$ cat config.mk
export PLATFORM = sky130hd
export DESIGN_NAME = ahb_lite_sdram_bridge_flat
export DESIGN_NICKNAME = d
export VERILOG_FILES = /design/src/rtl/ahb_lite_sdram_bridge_if.sv /design/src/rtl/ahb_lite_sdram_bridge.sv /design/src/flat_wrapper.sv
export SDC_FILE = /design/constraint.sdc
export NUM_CORES = 1
export LEC_CHECK = 0
export ABC_AREA = 0
export CAP_MARGIN = 20
export CELL_PAD_IN_SITES_DETAIL_PLACEMENT = 1
export CELL_PAD_IN_SITES_GLOBAL_PLACEMENT = 2
export CORE_UTILIZATION = 23
export CTS_BUF_LIST = sky130_fd_sc_hd__clkbuf_8
export DETAILED_ROUTE_END_ITERATION = 8
export PLACE_DENSITY = 0.78
export SYNTH_ARGS = -nofsm -noshare
export SYNTH_HDL_FRONTEND = slang
export SYNTH_SLANG_ARGS = --single-unit
$ cat constraint.sdc
create_clock -name clk -period 3.4 [get_ports clk]
set_input_delay 0.68 -clock clk [delete_from_list [all_inputs] [get_ports clk]]
set_output_delay 0.68 -clock clk [all_outputs]
set_load 0.005 [all_outputs]
$ cat src/rtl/ahb_lite_sdram_bridge_if.sv
// Bus bundle for the AHB-Lite to SDRAM bridge.
// Carries the AHB-Lite slave port and the word-wide req/ack memory port.
// The slave modport is the bridge view; the master modport is the view of
// whatever drives the AHB side and answers the memory port.
interface ahb_lite_sdram_bridge_if #(
    parameter int ADDR_W = 22,
    parameter int DATA_W = 32
);
    logic              HSEL;
    logic [31:0]       HADDR;
    logic              HWRITE;
    logic [2:0]        HSIZE;
    logic [1:0]        HTRANS;
    logic [DATA_W-1:0] HWDATA;
    logic              HREADY;
    logic [DATA_W-1:0] HRDATA;
    logic              HREADYOUT;
    logic              HRESP;
    logic              mem_req;
    logic              mem_we;
    logic [ADDR_W-1:0] mem_addr;
    logic [3:0]        mem_be;
    logic [DATA_W-1:0] mem_wdata;
    logic              mem_ack;
    logic [DATA_W-1:0] mem_rdata;

    modport slave (
        input  HSEL, HADDR, HWRITE, HSIZE, HTRANS, HWDATA, HREADY,
        output HRDATA, HREADYOUT, HRESP,
        output mem_req, mem_we, mem_addr, mem_be, mem_wdata,
        input  mem_ack, mem_rdata
    );

    modport master (
        output HSEL, HADDR, HWRITE, HSIZE, HTRANS, HWDATA, HREADY,
        input  HRDATA, HREADYOUT, HRESP,
        input  mem_req, mem_we, mem_addr, mem_be, mem_wdata,
        output mem_ack, mem_rdata
    );
endinterface

$ cat src/rtl/ahb_lite_sdram_bridge.sv
// AHB-Lite slave front end of the SDRAM subsystem.
// Accepts single transfers, inserts wait states, builds byte enables and
// issues one word request per transfer on the req/ack memory port.
// Illegal size/alignment combinations get a two-cycle ERROR response and
// never reach memory. All outputs come straight from flops.
module ahb_lite_sdram_bridge #(
    parameter int ADDR_W = 22,
    parameter int DATA_W = 32
) (
    input  logic                  clk,
    input  logic                  rst,
    ahb_lite_sdram_bridge_if.slave bus
);
    typedef enum logic [2:0] {
        ST_IDLE  = 3'd0,
        ST_WDATA = 3'd1,
        ST_RREQ  = 3'd2,
        ST_WREQ  = 3'd3,
        ST_DONE  = 3'd4,
        ST_ERR1  = 3'd5,
        ST_ERR2  = 3'd6
    } state_t;

    state_t              state_q, state_d;
    logic                hreadyout_q, hreadyout_d;
    logic                hresp_q, hresp_d;
    logic [DATA_W-1:0]   hrdata_q, hrdata_d;
    logic                mem_req_q, mem_req_d;
    logic                mem_we_q, mem_we_d;
    logic [ADDR_W-1:0]   mem_addr_q, mem_addr_d;
    logic [3:0]          mem_be_q, mem_be_d;
    logic [DATA_W-1:0]   mem_wdata_q, mem_wdata_d;

    logic                accept_s;
    logic                illegal_s;
    logic [3:0]          be_s;
    logic                unused_haddr_s;

    // Byte lanes touched by a transfer of the given size at the given offset.
    function automatic logic [3:0] calc_be(input logic [2:0] size, input logic [1:0] addr_lo);
        logic [3:0] be;
        case (size)
            3'd0:    be = 4'b0001 << addr_lo;
            3'd1:    be = addr_lo[1] ? 4'b1100 : 4'b0011;
            default: be = 4'b1111;
        endcase
        return be;
    endfunction

    // Sizes wider than a word and misaligned halfwords/words are refused.
    function automatic logic is_illegal(input logic [2:0] size, input logic [1:0] addr_lo);
        logic ill;
        case (size)
            3'd0:    ill = 1'b0;
            3'd1:    ill = addr_lo[0];
            3'd2:    ill = (addr_lo != 2'b00);
            default: ill = 1'b1;
        endcase
        return ill;
    endfunction

    // A new transfer is only taken while the data phase of the previous one is over.
    assign accept_s  = bus.HSEL & bus.HREADY & bus.HTRANS[1] &
                       ((state_q == ST_IDLE) | (state_q == ST_DONE));
    assign illegal_s = is_illegal(bus.HSIZE, bus.HADDR[1:0]);
    assign be_s      = calc_be(bus.HSIZE, bus.HADDR[1:0]);

    // Address bits above the memory window alias and are deliberately dropped.
    assign unused_haddr_s = ^bus.HADDR[31:ADDR_W+2];

    // State register; reset abandons any transfer in flight.
    always_ff @(posedge clk or posedge rst) begin
        if (rst) begin
            state_q <= ST_IDLE;
        end else begin
            state_q <= state_d;
        end
    end

    // Next-state: accept from IDLE/DONE, wait for mem_ack in the request states.
    always_comb begin
        state_d = state_q;
        case (state_q)
            ST_IDLE, ST_DONE: begin
                if (!accept_s) begin
                    state_d = ST_IDLE;
                end else if (illegal_s) begin
                    state_d = ST_ERR1;
                end else if (bus.HWRITE) begin
                    state_d = ST_WDATA;
                end else begin
                    state_d = ST_RREQ;
                end
            end
            ST_WDATA: state_d = ST_WREQ;
            ST_RREQ, ST_WREQ: begin
                if (bus.mem_ack) begin
                    state_d = ST_DONE;
                end else begin
                    state_d = state_q;
                end
            end
            ST_ERR1:  state_d = ST_ERR2;
            ST_ERR2:  state_d = ST_IDLE;
            default:  state_d = ST_IDLE;
        endcase
    end

    // Output values for the coming cycle, derived from the state being entered.
    always_comb begin
        hreadyout_d = 1'b1;
        hresp_d     = 1'b0;
        mem_req_d   = 1'b0;
        mem_we_d    = mem_we_q;
        mem_addr_d  = mem_addr_q;
        mem_be_d    = mem_be_q;
        mem_wdata_d = mem_wdata_q;
        hrdata_d    = hrdata_q;
        case (state_d)
            ST_WDATA: hreadyout_d = 1'b0;
            ST_RREQ, ST_WREQ: begin
                hreadyout_d = 1'b0;
                mem_req_d   = 1'b1;
            end
            ST_ERR1: begin
                hreadyout_d = 1'b0;
                hresp_d     = 1'b1;
            end
            ST_ERR2:  hresp_d = 1'b1;
            default:  hreadyout_d = 1'b1;
        endcase
        if (accept_s && !illegal_s) begin
            mem_we_d   = bus.HWRITE;
            mem_addr_d = bus.HADDR[ADDR_W+1:2];
            mem_be_d   = be_s;
        end else begin
            mem_we_d   = mem_we_q;
        end
        if (state_q == ST_WDATA) begin
            mem_wdata_d = bus.HWDATA;
        end else begin
            mem_wdata_d = mem_wdata_q;
        end
        if ((state_q == ST_RREQ) && bus.mem_ack) begin
            hrdata_d = bus.mem_rdata;
        end else begin
            hrdata_d = hrdata_q;
        end
    end

    // Output registers; reset clears them asynchronously so mem_req drops at once.
    always_ff @(posedge clk or posedge rst) begin
        if (rst) begin
            hreadyout_q <= 1'b1;
            hresp_q     <= 1'b0;
            hrdata_q    <= '0;
            mem_req_q   <= 1'b0;
            mem_we_q    <= 1'b0;
            mem_addr_q  <= '0;
            mem_be_q    <= 4'b0000;
            mem_wdata_q <= '0;
        end else begin
            hreadyout_q <= hreadyout_d;
            hresp_q     <= hresp_d;
            hrdata_q    <= hrdata_d;
            mem_req_q   <= mem_req_d;
            mem_we_q    <= mem_we_d;
            mem_addr_q  <= mem_addr_d;
            mem_be_q    <= mem_be_d;
            mem_wdata_q <= mem_wdata_d;
        end
    end

    assign bus.HREADYOUT = hreadyout_q;
    assign bus.HRESP     = hresp_q;
    assign bus.HRDATA    = hrdata_q;
    assign bus.mem_req   = mem_req_q;
    assign bus.mem_we    = mem_we_q;
    assign bus.mem_addr  = mem_addr_q;
    assign bus.mem_be    = mem_be_q;
    assign bus.mem_wdata = mem_wdata_q;
endmodule
$ cat src/flat_wrapper.sv
// flat-port wrapper written by rule: the top's interface ports become plain ports
module ahb_lite_sdram_bridge_flat 
#(
    parameter int ADDR_W = 22,
    parameter int DATA_W = 32
)
  (clk, rst, bus_HSEL, bus_HADDR, bus_HWRITE, bus_HSIZE, bus_HTRANS, bus_HWDATA, bus_HREADY, bus_HRDATA, bus_HREADYOUT, bus_HRESP, bus_mem_req, bus_mem_we, bus_mem_addr, bus_mem_be, bus_mem_wdata, bus_mem_ack, bus_mem_rdata);
  ahb_lite_sdram_bridge_if #(.ADDR_W(ADDR_W), .DATA_W(DATA_W)) bus_i ();
  input  logic clk;
  input  logic rst;
  input wire logic [$bits(bus_i.HSEL)-1:0] bus_HSEL;
  input wire logic [$bits(bus_i.HADDR)-1:0] bus_HADDR;
  input wire logic [$bits(bus_i.HWRITE)-1:0] bus_HWRITE;
  input wire logic [$bits(bus_i.HSIZE)-1:0] bus_HSIZE;
  input wire logic [$bits(bus_i.HTRANS)-1:0] bus_HTRANS;
  input wire logic [$bits(bus_i.HWDATA)-1:0] bus_HWDATA;
  input wire logic [$bits(bus_i.HREADY)-1:0] bus_HREADY;
  output wire logic [$bits(bus_i.HRDATA)-1:0] bus_HRDATA;
  output wire logic [$bits(bus_i.HREADYOUT)-1:0] bus_HREADYOUT;
  output wire logic [$bits(bus_i.HRESP)-1:0] bus_HRESP;
  output wire logic [$bits(bus_i.mem_req)-1:0] bus_mem_req;
  output wire logic [$bits(bus_i.mem_we)-1:0] bus_mem_we;
  output wire logic [$bits(bus_i.mem_addr)-1:0] bus_mem_addr;
  output wire logic [$bits(bus_i.mem_be)-1:0] bus_mem_be;
  output wire logic [$bits(bus_i.mem_wdata)-1:0] bus_mem_wdata;
  input wire logic [$bits(bus_i.mem_ack)-1:0] bus_mem_ack;
  input wire logic [$bits(bus_i.mem_rdata)-1:0] bus_mem_rdata;
  assign bus_i.HSEL = bus_HSEL;
  assign bus_i.HADDR = bus_HADDR;
  assign bus_i.HWRITE = bus_HWRITE;
  assign bus_i.HSIZE = bus_HSIZE;
  assign bus_i.HTRANS = bus_HTRANS;
  assign bus_i.HWDATA = bus_HWDATA;
  assign bus_i.HREADY = bus_HREADY;
  assign bus_HRDATA = bus_i.HRDATA;
  assign bus_HREADYOUT = bus_i.HREADYOUT;
  assign bus_HRESP = bus_i.HRESP;
  assign bus_mem_req = bus_i.mem_req;
  assign bus_mem_we = bus_i.mem_we;
  assign bus_mem_addr = bus_i.mem_addr;
  assign bus_mem_be = bus_i.mem_be;
  assign bus_mem_wdata = bus_i.mem_wdata;
  assign bus_i.mem_ack = bus_mem_ack;
  assign bus_i.mem_rdata = bus_mem_rdata;
  ahb_lite_sdram_bridge #(.ADDR_W(ADDR_W), .DATA_W(DATA_W)) u_core (.clk(clk), .rst(rst), .bus(bus_i));
endmodule
==> results of run 1 <==
## state kept, by name, summed over array words and instances, names as in the netlist
| name | count |
|---|---|
| u_core.bus.HRDATA | 32 |
| u_core.bus.HREADYOUT | 1 |
| u_core.bus.HRESP | 1 |
| u_core.bus.mem_addr | 22 |
| u_core.bus.mem_be | 4 |
| u_core.bus.mem_req | 1 |
| u_core.bus.mem_wdata | 32 |
| u_core.bus.mem_we | 1 |
| u_core.state_q | 3 |
## how the worst max path moves through the flow
stage                                 from  cells after the start                                  end  slack, ps
2_1_floorplan                          rst                      1     u_core.bus.HRDATA[0]$_DFFE_PP0P_        190
3_3_place_gp                  bus_HSIZE[0]                      5   u_core.bus.mem_addr[3]$_DFFE_PP0P_        890
3_5_place_dp                  bus_HSIZE[0]                      5   u_core.bus.mem_addr[1]$_DFFE_PP0P_        780
4_1_cts                       bus_HSIZE[0]                      5   u_core.bus.mem_addr[1]$_DFFE_PP0P_       1200
5_1_grt        u_core.state_q[1]$_DFF_PP0_                      3  u_core.bus.mem_wdata[4]$_DFFE_PP0P_       1090
6_report                      bus_HSIZE[0]                      5   u_core.bus.mem_addr[1]$_DFFE_PP0P_       1180
## cells by family (layout without fill, tap and decap cells)
logic type / after synthesis / after routing / synth area share (%)
AOI/OAI and AO/OA: 15 / 15 / 2.45
buffers and inverters: 13 / 212 / 2.71
DFF: 97 / 97 / 63.3
muxes: 90 / 90 / 28.4
and+or+nand+nor: 20 / 20 / 3.13
## layer usage
layer	up-vias	share of wire (%)	track usage (%)	wire (um)
met4	0	2.0	6.27	214
met5	-	0	0	0
met2	87	54	23.2	5790
li1	1214	-	-	-
met1	1396	40	15.0	4370
met3	11	4.1	2.43	448
## per-stage QoR
step | setup WS, ps | hold slack, ps | std cells | instance area, um2
2_1_floorplan | 188 | 483 | 235 | 3830
3_3_place_gp | 891 | 467 | 634 | 5970
3_5_place_dp | 779 | 475 | 634 | 5970
4_1_cts | 1200 | 498 | 650 | 6190
5_1_grt | 1090 | 506 | 650 | 6190
6_report | 1180 | 492 | 650 | 6190
## area by class of cell
type,count,share of cell area [%]
Clock buffer,10,2.22
Timing Repair Buffer,194,31.5
Clock inverter,6,1.35
Inverter,2,0.162
Sequential cell,97,39.3
Tap cell,216,4.37
Multi-Input combinational cell,125,21.2
## synth_stat cells, types with 2 or more instances
library cell	count
sky130_fd_sc_hd__buf_2	2
sky130_fd_sc_hd__nor2b_1	4
sky130_fd_sc_hd__dfrtp_1	96
sky130_fd_sc_hd__buf_6	5
sky130_fd_sc_hd__nor2_1	5
sky130_fd_sc_hd__buf_4	4
sky130_fd_sc_hd__mux2_1	70
sky130_fd_sc_hd__a21oi_1	2
sky130_fd_sc_hd__o21ai_1	2
sky130_fd_sc_hd__mux2_4	20
sky130_fd_sc_hd__inv_1	2
sky130_fd_sc_hd__o21ai_0	5
sky130_fd_sc_hd__nand2_1	3
## critical path, delay by kind of cell
kind                   cells  cell delay [ps]
buffers and inverters      1              560
muxes                      1              410
AOI/OAI and AO/OA          2              400
and+or+nand+nor            1              380
## report_power, final
group	switching (mW)	total (mW)	internal, mW
logic	0.654	2.13	1.48
registers	0.308	2.04	1.73
clock network	0.410	0.841	0.431
==> results.rst, run 1 <==
.. list-table::
   :header-rows: 1

   * - Metric
     - Value
   * - Max_cap viols
     - 0
   * - DRC
     - 0
   * - Most frequent standard cell in the layout excluding fill and tap cells
     - sky130_fd_sc_hd__clkdlybuf4s50_1
   * - Die Footprint
     - 0.0172 mm2
   * - Commonest non-fill, non-tap cells in the layout
     - 191 x sky130_fd_sc_hd__clkdlybuf4s50_1, 96 x sky130_fd_sc_hd__dfrtp_1, 70 x sky130_fd_sc_hd__mux2_1
   * - Final core utilization
     - 38.5%
   * - Top cell type's share of synthesized area
     - 62.6%
   * - Sum of internal, switching and leakage power
     - 5.01 mW
   * - Number of routed nets with antenna violations
     - 0
   * - Flops & latches, synth
     - 97
   * - Reg clk slew, reported paths
     - 90 ps
   * - Via count of the first global-routing pass
     - 3,041
   * - Cell type with the largest total area after synthesis
     - sky130_fd_sc_hd__dfrtp_1
   * - Number of hold buffers added after cts
     - 0
   * - Critical-path cell with the highest stage delay
     - sky130_fd_sc_hd__clkdlybuf4s50_1
   * - Cells after synthesis
     - 235
   * - Setup bufs post-CTS
     - 0
   * - Warnings from Yosys
     - 0
   * - Half-perimeter wire length after placement
     - 8.24 mm
   * - Hold Path Depth
     - 1
   * - Sum of overflow across all layers after global routing
     - 0
   * - Total track usage
     - 13.1%
   * - Worst hold path type
     - flop to flop
   * - Hold wc startpoint
     - u_core.bus.mem_wdata[6]$_DFFE_PP0P_
   * - Area used by multi-input combinational logic
     - 0.00131 mm2
   * - Routability congestion estimate from global placement
     - 0.743
   * - Nets
     - 536
   * - Register-to-register setup slack
     - 1270 ps
   * - Terminus of the critical flop-to-flop path
     - u_core.bus.mem_wdata[4]$_DFFE_PP0P_
   * - First-iteration detailed-routing DRC count
     - 77
   * - Async S/R FF share, synth
     - 100%
   * - Total routed wirelength
     - 10.8 mm
   * - Worst-path maximum fanout
     - 26
   * - Period Utilization, post-route
     - 65.3%
   * - Maximum achievable frequency
     - 450 MHz
   * - Number of antenna diodes
     - 0
   * - Post-route clock skew
     - 10.0 ps
   * - CP Data Required Time
     - 3640 ps
   * - Master cell of the clock root buffer
     - sky130_fd_sc_hd__clkbuf_8
   * - Power density normalized to cell area
     - 810 mW/mm2
   * - Cells on worst reg2reg path
     - 3
   * - Reg-to-reg startpoint
     - u_core.state_q[1]$_DFF_PP0_
   * - Top post-synthesis cells by area
     - sky130_fd_sc_hd__dfrtp_1 63%, sky130_fd_sc_hd__mux2_1 21%, sky130_fd_sc_hd__mux2_4 7.8%
   * - Run status
     - complete, no violations
   * - Placeable Area
     - 0.0161 mm2
   * - Synthesis-to-layout area growth
     - 61.3%
   * - Actual slew at the worst max-slew pin
     - 972 ps
   * - Wirelength per Cell
     - approximately 17 um
   * - Number of sinks on the clock net
     - 97
   * - Count of standard-cell rows
     - 46
   * - I/O pin count
     - 201
   * - Final setup viols
     - 0
   * - Largest vdd supply drop
     - around 230 uV
   * - End point of the most critical hold path
     - u_core.bus.mem_wdata[6]$_DFFE_PP0P_
   * - Wire length of the first global-routing pass
     - between 15 and 20 mm
   * - Sequential cell area in the final layout
     - 0.00243 mm2
   * - Number of instances resized during post-cts repair
     - 0
   * - Setup repair after global routing missed its margin
     - no
   * - Flip-flop cell with the highest count after synthesis
     - sky130_fd_sc_hd__dfrtp_1
   * - Clock network latency to the later pin of the worst-skew pair
     - 370 ps
   * - Final-layout setup total negative slack
     - 0 ps
   * - Number of synthesized flops with an enable pin
     - 0
   * - Die Span X
     - 131 um
   * - Clock period minus worst slack
     - 2220 ps
   * - Max Slew Vio Count
     - 0
   * - Max Root-Sink Buffers
     - 2
   * - Detailed-routing iteration count for the pre-antenna-repair pass
     - 2
   * - Number of input and output port buffers inserted
     - roughly 190
   * - Initial antenna violation count
     - 0
   * - Clock H-tree levels
     - 3
   * - Type of element launching the critical path
     - primary input
   * - Mean instance size in the synthesized netlist
     - 16.3 um2
   * - TritonCTS clock tree
     - built
   * - Series of cell instances along the critical path
     - clkdlybuf4s50_1 -> a21oi_1 -> o21ba_2 -> nand2_4 -> mux2_1
   * - Number of vias after detailed routing
     - 2,708
   * - Initial cell density of the core
     - around a quarter
   * - Die extent in y
     - 131 um
   * - CTS Buf Count
     - 9
   * - Data arrival time of the critical path
     - 2470 ps
   * - Number of library cell types mapped by synthesis
     - 28
   * - Peak per-stage delay on the critical path
     - between 500 and 600 ps
   * - Synth Cell Area
     - about 0.0038 mm2
   * - Fill cell instance count of the final layout
     - about 1,600
   * - Critical Setup Path Class
     - primary input to flop
   * - Sequential element share of the synthesized area
     - a little over three fifths
   * - Nature of the critical path endpoint
     - flop
   * - Final Hold Vio Count
     - 0
   * - Leakage component of the power
     - between 2 and 3 nW
   * - Average via count per standard cell
     - around 4.2
   * - Layout cells sized above 1
     - about a tenth
   * - Pin count of the biggest net entering global routing
     - 51
   * - Synthesized Nets
     - 342
   * - Worst-case headroom to the max-slew limit
     - 35.1%
No activity file was read; power rests on OpenSTA's default activity.
==> inputs of run 2 (changes only) <==
- clock period: 3.4 -> 2 ns (I/O delays scaled with it)
==> results.rst, run 2 (synthesized netlist as in run 1, its figures left out) <==
.. list-table::
   :header-rows: 1

   * - Metric
     - Value
   * - Master cell of the clock root buffer
     - sky130_fd_sc_hd__clkbuf_8 (unchanged)
   * - Fraction of power consumed by the clock network
     - 13.9% (was 16.8%)
   * - Clock H-tree levels
     - 3 (unchanged)
   * - Terminus of the critical flop-to-flop path
     - u_core.bus.mem_wdata[27]$_DFFE_PP0P_ (was u_core.bus.mem_wdata[4]$_DFFE_PP0P_)
   * - Least setup slack across all paths after layout
     - 169 ps (was 1180 ps)
   * - Die Footprint
     - 0.0172 mm2 (unchanged)
   * - Final std cell area, no fill
     - 0.00628 mm2 (was 0.00619 mm2)
   * - Number of vias after detailed routing
     - 2,714 (was 2,708)
   * - Nets
     - 545 (was 536)
   * - First-iteration detailed-routing DRC count
     - 47 (was 77)
   * - Placed Area
     - 0.00611 mm2 (was 0.00597 mm2)
   * - CTS Buf Count
     - 9 (unchanged)
   * - Number of input and output port buffers inserted
     - 191 (unchanged)
   * - Total instance count after detailed placement
     - 643 (was 634)
   * - Wirelength per Cell
     - 16.7 um (was 16.6 um)
   * - Max Slew Vio Count
     - 0 (unchanged)
   * - Maximum achievable frequency
     - 546 MHz
   * - Final Hold Vio Count
     - 0 (unchanged)
   * - Count of standard-cell rows
     - 46 (unchanged)
   * - Critical Setup Path Class
     - flop to output pin (was primary input to flop)
   * - Sum of internal, switching and leakage power
     - 8.31 mW (was 5.01 mW)
   * - Critical-path cell with the highest stage delay
     - sky130_fd_sc_hd__clkdlybuf4s50_1 (unchanged)
   * - Data arrival time of the critical path
     - 1430 ps (was 2470 ps)
   * - Post-route clock skew
     - 6.14 ps (was 10.0 ps)
   * - Max Root-Sink Buffers
     - 2 (unchanged)
   * - Most frequent standard cell in the layout excluding fill and tap cells
     - sky130_fd_sc_hd__clkdlybuf4s50_1 (unchanged)
   * - Area used by multi-input combinational logic
     - 0.00131 mm2 (unchanged)
   * - Sw Ratio
     - 28.1% (was 27.4%)
   * - Die Span X
     - 131 um (unchanged)
   * - Run status
     - complete, no violations (unchanged)
   * - Actual slew at the worst max-slew pin
     - 298 ps (was 972 ps)
   * - Routability congestion estimate from global placement
     - 0.733 (was 0.743)
   * - Critical path buffers and inverters
     - 1 (unchanged)
   * - Worst slack, placed
     - -24.4 ps (was 779 ps)
   * - Max_cap viols
     - 0 (unchanged)
   * - Clock network latency to the later pin of the worst-skew pair
     - 370 ps (about the same)
   * - Worst-path maximum fanout
     - 1 (was 26)
   * - Setup repair after global routing missed its margin
     - no (unchanged)
   * - Leakage component of the power
     - 2.68 nW (was 2.63 nW)
   * - P_int
     - 5.97 mW (was 3.64 mW)
   * - Portion of total power attributed to sequential cells
     - 41.7% (was 40.6%)
   * - Final core utilization
     - 39.1% (was 38.5%)
   * - Number of antenna diodes
     - 0 (unchanged)
   * - Worst hold path type
     - primary input to asynchronous set/reset pin (was flop to flop)
   * - Clock period minus worst slack
     - 1830 ps
   * - Type of element launching the critical path
     - flop (was primary input)
   * - Die extent in y
     - 131 um (unchanged)
   * - Commonest non-fill, non-tap cells in the layout
     - 191 x sky130_fd_sc_hd__clkdlybuf4s50_1, 96 x sky130_fd_sc_hd__dfrtp_1, 70 x sky130_fd_sc_hd__mux2_1 (unchanged)
   * - Gate power share
     - 44.5% (was 42.6%)
   * - Via count of the first global-routing pass
     - 3,109 (was 3,041)
   * - Total routed wirelength
     - 11.0 mm (was 10.8 mm)
   * - Period Utilization, post-route
     - 91.5%
   * - Switching Power
     - 2.34 mW (was 1.37 mW)
   * - Sequential cell area in the final layout
     - 0.00243 mm2 (unchanged)
   * - Number of instances resized during post-cts repair
     - 0 (unchanged)
   * - Nature of the critical path endpoint
     - output pin (was flop)
   * - Power density normalized to cell area
     - 1320 mW/mm2 (was 810 mW/mm2)
   * - Reg clk slew, reported paths
     - 90 ps (about the same)
   * - Synthesis-to-layout area growth
     - 63.7% (was 61.3%)
   * - Average via count per standard cell
     - 4.12 (was 4.17)
   * - TritonCTS clock tree
     - built (unchanged)
   * - Sum of overflow across all layers after global routing
     - 0 (unchanged)
   * - Peak per-stage delay on the critical path
     - 540 ps (was 560 ps)
   * - CP Data Required Time
     - 1600 ps (was 3640 ps)
   * - Final setup viols
     - 0 (unchanged)
   * - Register-to-register setup slack
     - 350 ps (was 1270 ps)
   * - Reg-to-reg startpoint
     - u_core.state_q[1]$_DFF_PP0_ (unchanged)
   * - Number of standard cells in the final layout excluding fillers
     - 659 (was 650)
   * - Worst-case headroom to the max-slew limit
     - 80.1% (was 35.1%)
   * - Fill cell instance count of the final layout
     - 1,657 (was 1,649)
   * - Series of cell instances along the critical path
     - clkdlybuf4s50_1 (was clkdlybuf4s50_1 -> a21oi_1 -> o21ba_2 -> nand2_4 -> mux2_1)
   * - I/O pin count
     - 201 (unchanged)
   * - Number of sinks on the clock net
     - 97 (unchanged)
   * - Detailed-routing iteration count for the pre-antenna-repair pass
     - 4 (was 2)
   * - Number of hold buffers added after cts
     - 0 (unchanged)
   * - Top delay family on crit path
     - buffers and inverters (unchanged)
   * - Largest vdd supply drop
     - 477 uV (was 225 uV)
   * - Setup bufs post-CTS
     - 0 (unchanged)
   * - Cells on worst reg2reg path
     - 4 (was 3)
   * - Total track usage
     - 13.3% (was 13.1%)
   * - Initial antenna violation count
     - 0 (unchanged)
   * - Half-perimeter wire length after placement
     - 8.45 mm (was 8.24 mm)
   * - Initial cell density of the core
     - 23.9% (unchanged)
   * - DRC
     - 0 (unchanged)
   * - Number of routed nets with antenna violations
     - 0 (unchanged)
   * - Placeable Area
     - 0.0161 mm2 (unchanged)
   * - Wire length of the first global-routing pass
     - 17.5 mm (was 17.3 mm)
   * - Layout cells sized above 1
     - 11.5% (was 9.91%)
   * - Pin count of the biggest net entering global routing
     - 50 (was 51)
-- run 2: changes by cell type in the layout (fill, tap and decap cells not counted) --
cell	delta
sky130_fd_sc_hd__clkinv_4	-1
sky130_fd_sc_hd__clkinv_2	+2
sky130_fd_sc_hd__buf_12	+6
sky130_fd_sc_hd__inv_4	-1
sky130_fd_sc_hd__bufinv_16	-2
sky130_fd_sc_hd__clkinvlp_4	+1
sky130_fd_sc_hd__inv_1	+1
sky130_fd_sc_hd__buf_4	+3
-- run 2: final cells by class --
type | count | share of cell area (%)
clock buffers | 10 | 2.19
clock inverters | 6 | 0.459
inverters | 2 | 0.179
multi-input cells | 125 | 20.9
flip-flops and latches | 97 | 38.7
well taps | 216 | 4.31
repair buffers | 203 | 33.3
-- run 2: worst min-delay path, stage by stage --
cell	delay, ps
sky130_fd_sc_hd__clkdlybuf4s50_1	440
sky130_fd_sc_hd__clkinvlp_4	130
sky130_fd_sc_hd__buf_12	260
-- run 2: worst max path at each step --
stage	slack, ps	end	startpoint	cells past startpoint
after floorplan	450	u_core.bus.HRDATA[0]$_DFFE_PP0P_	rst	1
after CTS	110	bus_HREADYOUT	u_core.bus.HREADYOUT$_DFF_PP1_	1
final	170	bus_HREADYOUT	u_core.bus.HREADYOUT$_DFF_PP1_	1
after global routing	120	bus_HREADYOUT	u_core.bus.HREADYOUT$_DFF_PP1_	1
after global placement	-0.4	u_core.bus.mem_addr[21]$_DFFE_PP0P_	bus_HADDR[0]	6
after detailed placement	-20	u_core.bus.mem_addr[1]$_DFFE_PP0P_	bus_HADDR[0]	6
-- run 2: metal layers --
layer	vias up	GRT usage (%)	share of wire, %
met5	-	0	0
met4	0	7.06	3.0
met3	19	2.93	5.0
met2	98	22.8	52
met1	1369	15.5	40
li1	1228	-	-
-- run 2: stage by stage --
stage	hold WS (ps)	TNS, ps
after global routing	485	0
after global placement	466	-0.408
after detailed placement	474	-79.1
after floorplan	483	0
final	478	0
after CTS	470	0
-- run 2: power groups by stage --
stage               Combinational (mW)  Clock [mW]  Sequential (mW)
floorplan                         1.20           0             3.51
CTS                               3.78        1.23             3.48
global route                      3.94        1.30             3.59
global placement                  3.65           0             3.43
detailed placement                3.77           0             3.51
finish                            3.69        1.15             3.46
==> RTL change, RTL diff (settings of run 1) <==
`DATA_W` is set to 32 in 3 places; all go to 40.
--- a/src/rtl/ahb_lite_sdram_bridge_if.sv
+++ b/src/rtl/ahb_lite_sdram_bridge_if.sv
@@ -4,7 +4,7 @@
 // whatever drives the AHB side and answers the memory port.
 interface ahb_lite_sdram_bridge_if #(
     parameter int ADDR_W = 22,
-    parameter int DATA_W = 32
+    parameter int DATA_W = 40
 );
     logic              HSEL;
     logic [31:0]       HADDR;
--- a/src/rtl/ahb_lite_sdram_bridge.sv
+++ b/src/rtl/ahb_lite_sdram_bridge.sv
@@ -5,7 +5,7 @@
 // never reach memory. All outputs come straight from flops.
 module ahb_lite_sdram_bridge #(
     parameter int ADDR_W = 22,
-    parameter int DATA_W = 32
+    parameter int DATA_W = 40
 ) (
     input  logic                  clk,
     input  logic                  rst,
--- a/src/flat_wrapper.sv
+++ b/src/flat_wrapper.sv
@@ -2,7 +2,7 @@
 module ahb_lite_sdram_bridge_flat 
 #(
     parameter int ADDR_W = 22,
-    parameter int DATA_W = 32
+    parameter int DATA_W = 40
 )
   (clk, rst, bus_HSEL, bus_HADDR, bus_HWRITE, bus_HSIZE, bus_HTRANS, bus_HWDATA, bus_HREADY, bus_HRDATA, bus_HREADYOUT, bus_HRESP, bus_mem_req, bus_mem_we, bus_mem_addr, bus_mem_be, bus_mem_wdata, bus_mem_ack, bus_mem_rdata);
   ahb_lite_sdram_bridge_if #(.ADDR_W(ADDR_W), .DATA_W(DATA_W)) bus_i ();
Interface: changed (resized bus_HRDATA, bus_HWDATA, bus_mem_rdata and bus_mem_wdata); port bits go from 201 to 233. The function was not compared with the original's and may differ.
==> RTL change against run 1 <==
  * Area after synthesis rose by 15%
  * Sequential cell count up 16
  * Count of clock-buffer cells in the layout is 12 higher
  * First-iteration DRC count is 52% lower
  * Global-route usage up 0.066 points
  * Final area grew 18%
  * Register-to-register slack gained 350 ps
  * Routed wire length up 13%
  * Maximum frequency up 2.9%
  * Sequential power increased by 16%
  * Worst setup slack gained 63 ps
  * Sequential share of layout area fell by 0.48 points
  * Total power grew 24%
  * Clock power rose by 46%
==> RTL change: results (changes against run 1) <==
H-tree depth 4 (+1); filler instances 1931 (+17%); post-synthesis share of cell area spent on xor and xnor gates 0% (unchanged); vias in the first global route 3510 (+15%); detailed-router iteration count before antenna repair 4 (+2); number of distinct library cells after synthesis 29 (+3.6%); leakage dissipation 3.058 nW (+16%); run status finished clean; multiplexer fraction of the synthesized cell area 28.82% (+0.43 points); antenna violations before repair 0 (unchanged); share of the yosys chip area belonging to registers 64.25% (+0.92 points); share of cells above drive strength 1 28.02% (+18 points); Avg Vias per Cell 4.168 (about the same); drt wl/cell 16.31 um (-2.0%); cts repair resizes 0 (unchanged); Ys Warns 0 (unchanged); starting DRC count in detailed routing 37 (-52%); FF-to-FF path depth 4 (+1); start of the worst register-to-register path u_core.state_q[1]; Final Net Count 624 (+16%); maximum VDD drop 243.8 uV (+8.2%); Worst-path clk slew 70 ps (-20 ps); post-placement setup slack 853.4 ps (+74.64 ps); worst slew margin relative to its limit 38.05% (+3.0 points); wire length of the first global-routing pass 19530 um (+13%); post-synthesis net count 390 (+14%); CTS buffer count 17 (+8); hold slack final 486.4 ps (-5.377 ps); all-layer global routing usage 13.12% (+0.066 points); ranking of synthesized cells by area dfrtp_1 64%, mux2_2 21%, mux2_4 6.8%; Synth Area in Compound Gates 2.018% (-0.43 points); setup skew after layout 12.83 ps (+2.825 ps); buffers added on ports 223 (+17%); Worst path max stage delay 540 ps (-20 ps); clock insertion delay at the later pin of the skew report 430 ps (+60 ps); GPL Wtd Cong 0.6679 (-10%); terminating pin of the worst hold path u_core.bus.HRDATA[34]; reg2reg end u_core.bus.mem_wdata[5]; placed wire-length estimate after detailed placement 8970 um (+8.9%); register-to-register setup slack 1620 ps (+350 ps); most numerous cell types in the synthesized netlist 112 x dfrtp_1, 81 x mux2_2, 20 x mux2_4, 6 x o21ai_0; largest net degree at the start of global routing 46 (-9.8%); worst hold path class flip-flop to flip-flop; clock tree root driver cell clkbuf_8; worst hold path startpoint u_core.bus.HRDATA[34]; kind of cell adding the most delay to the critical path buffers and inverters; slowest cell on the critical path clkdlybuf4s50_1; maximum fanout encountered on the critical timing path 1 (-96%)
RTL change: cell count changes after synthesis, moves of 2 or more:
| cell | run 1 | this run |
|---|---|---|
| o21ai_1 | 2 | 0 |
| mux2_1 | 70 | 5 |
| buf_6 | 5 | 2 |
| mux2_2 | 0 | 81 |
| buf_2 | 2 | 5 |
| dfrtp_1 | 96 | 112 |
RTL change: per-layer routing:
layer	up-vias	global-route usage [%]	routed length, um
li1	1414	-	-
met1	1556	15.03	4887
met2	131	21.82	6149
met3	17	4.786	922
met4	0	6.015	242
met5	-	0	0
RTL change: cell families after synthesis:
family | count (synthesis)
multiplexers | 106
flip-flops | 113
buffers and inverters | 14
AO/OA/AOI/OAI | 14
AND/OR/NAND/NOR | 20
RTL change: layout make-up:
type	count	area (um2)	share of cell area [%]
clock buffer	22	302.8	4.150
clock inverter	10	83.83	1.149
inverter	2	11.26	0.1543
multi-input combinational	140	1489	20.41
sequential	113	2829	38.78
tap	234	292.8	4.013
timing repair buffer	227	2287	31.35
RTL change: worst max path at each step:
| stage | slack (ps) | end | from |
|---|---|---|---|
| 6_report | 1240 | bus_HREADYOUT | u_core.bus.HREADYOUT |
| 5_1_grt | 1170 | bus_HREADYOUT | u_core.bus.HREADYOUT |
| 2_1_floorplan | 1350 | u_core.bus.HRDATA[0] | rst |
| 3_5_place_dp | 850 | u_core.bus.mem_addr[8] | bus_HSIZE[0] |
| 3_3_place_gp | 910 | u_core.bus.mem_addr[7] | bus_HADDR[0] |
| 4_1_cts | 1180 | bus_HREADYOUT | u_core.bus.HREADYOUT |
RTL change: where the power goes:
part | internal (W) | switching (W) | total, W
clock | 0.000667 | 0.000561 | 0.00123
sequential | 0.00202 | 0.000350 | 0.00237
combinational | 0.00186 | 0.000749 | 0.00261
total | 0.00455 | 0.00166 | 0.00621
RTL change: through the flow:
stage | cells | cell area, um2
CTS | 748 | 7296
detailed placement | 716 | 6909
floorplan | 267 | 4407
global placement | 716 | 6909
finish | 748 | 7296
global route | 748 | 7296
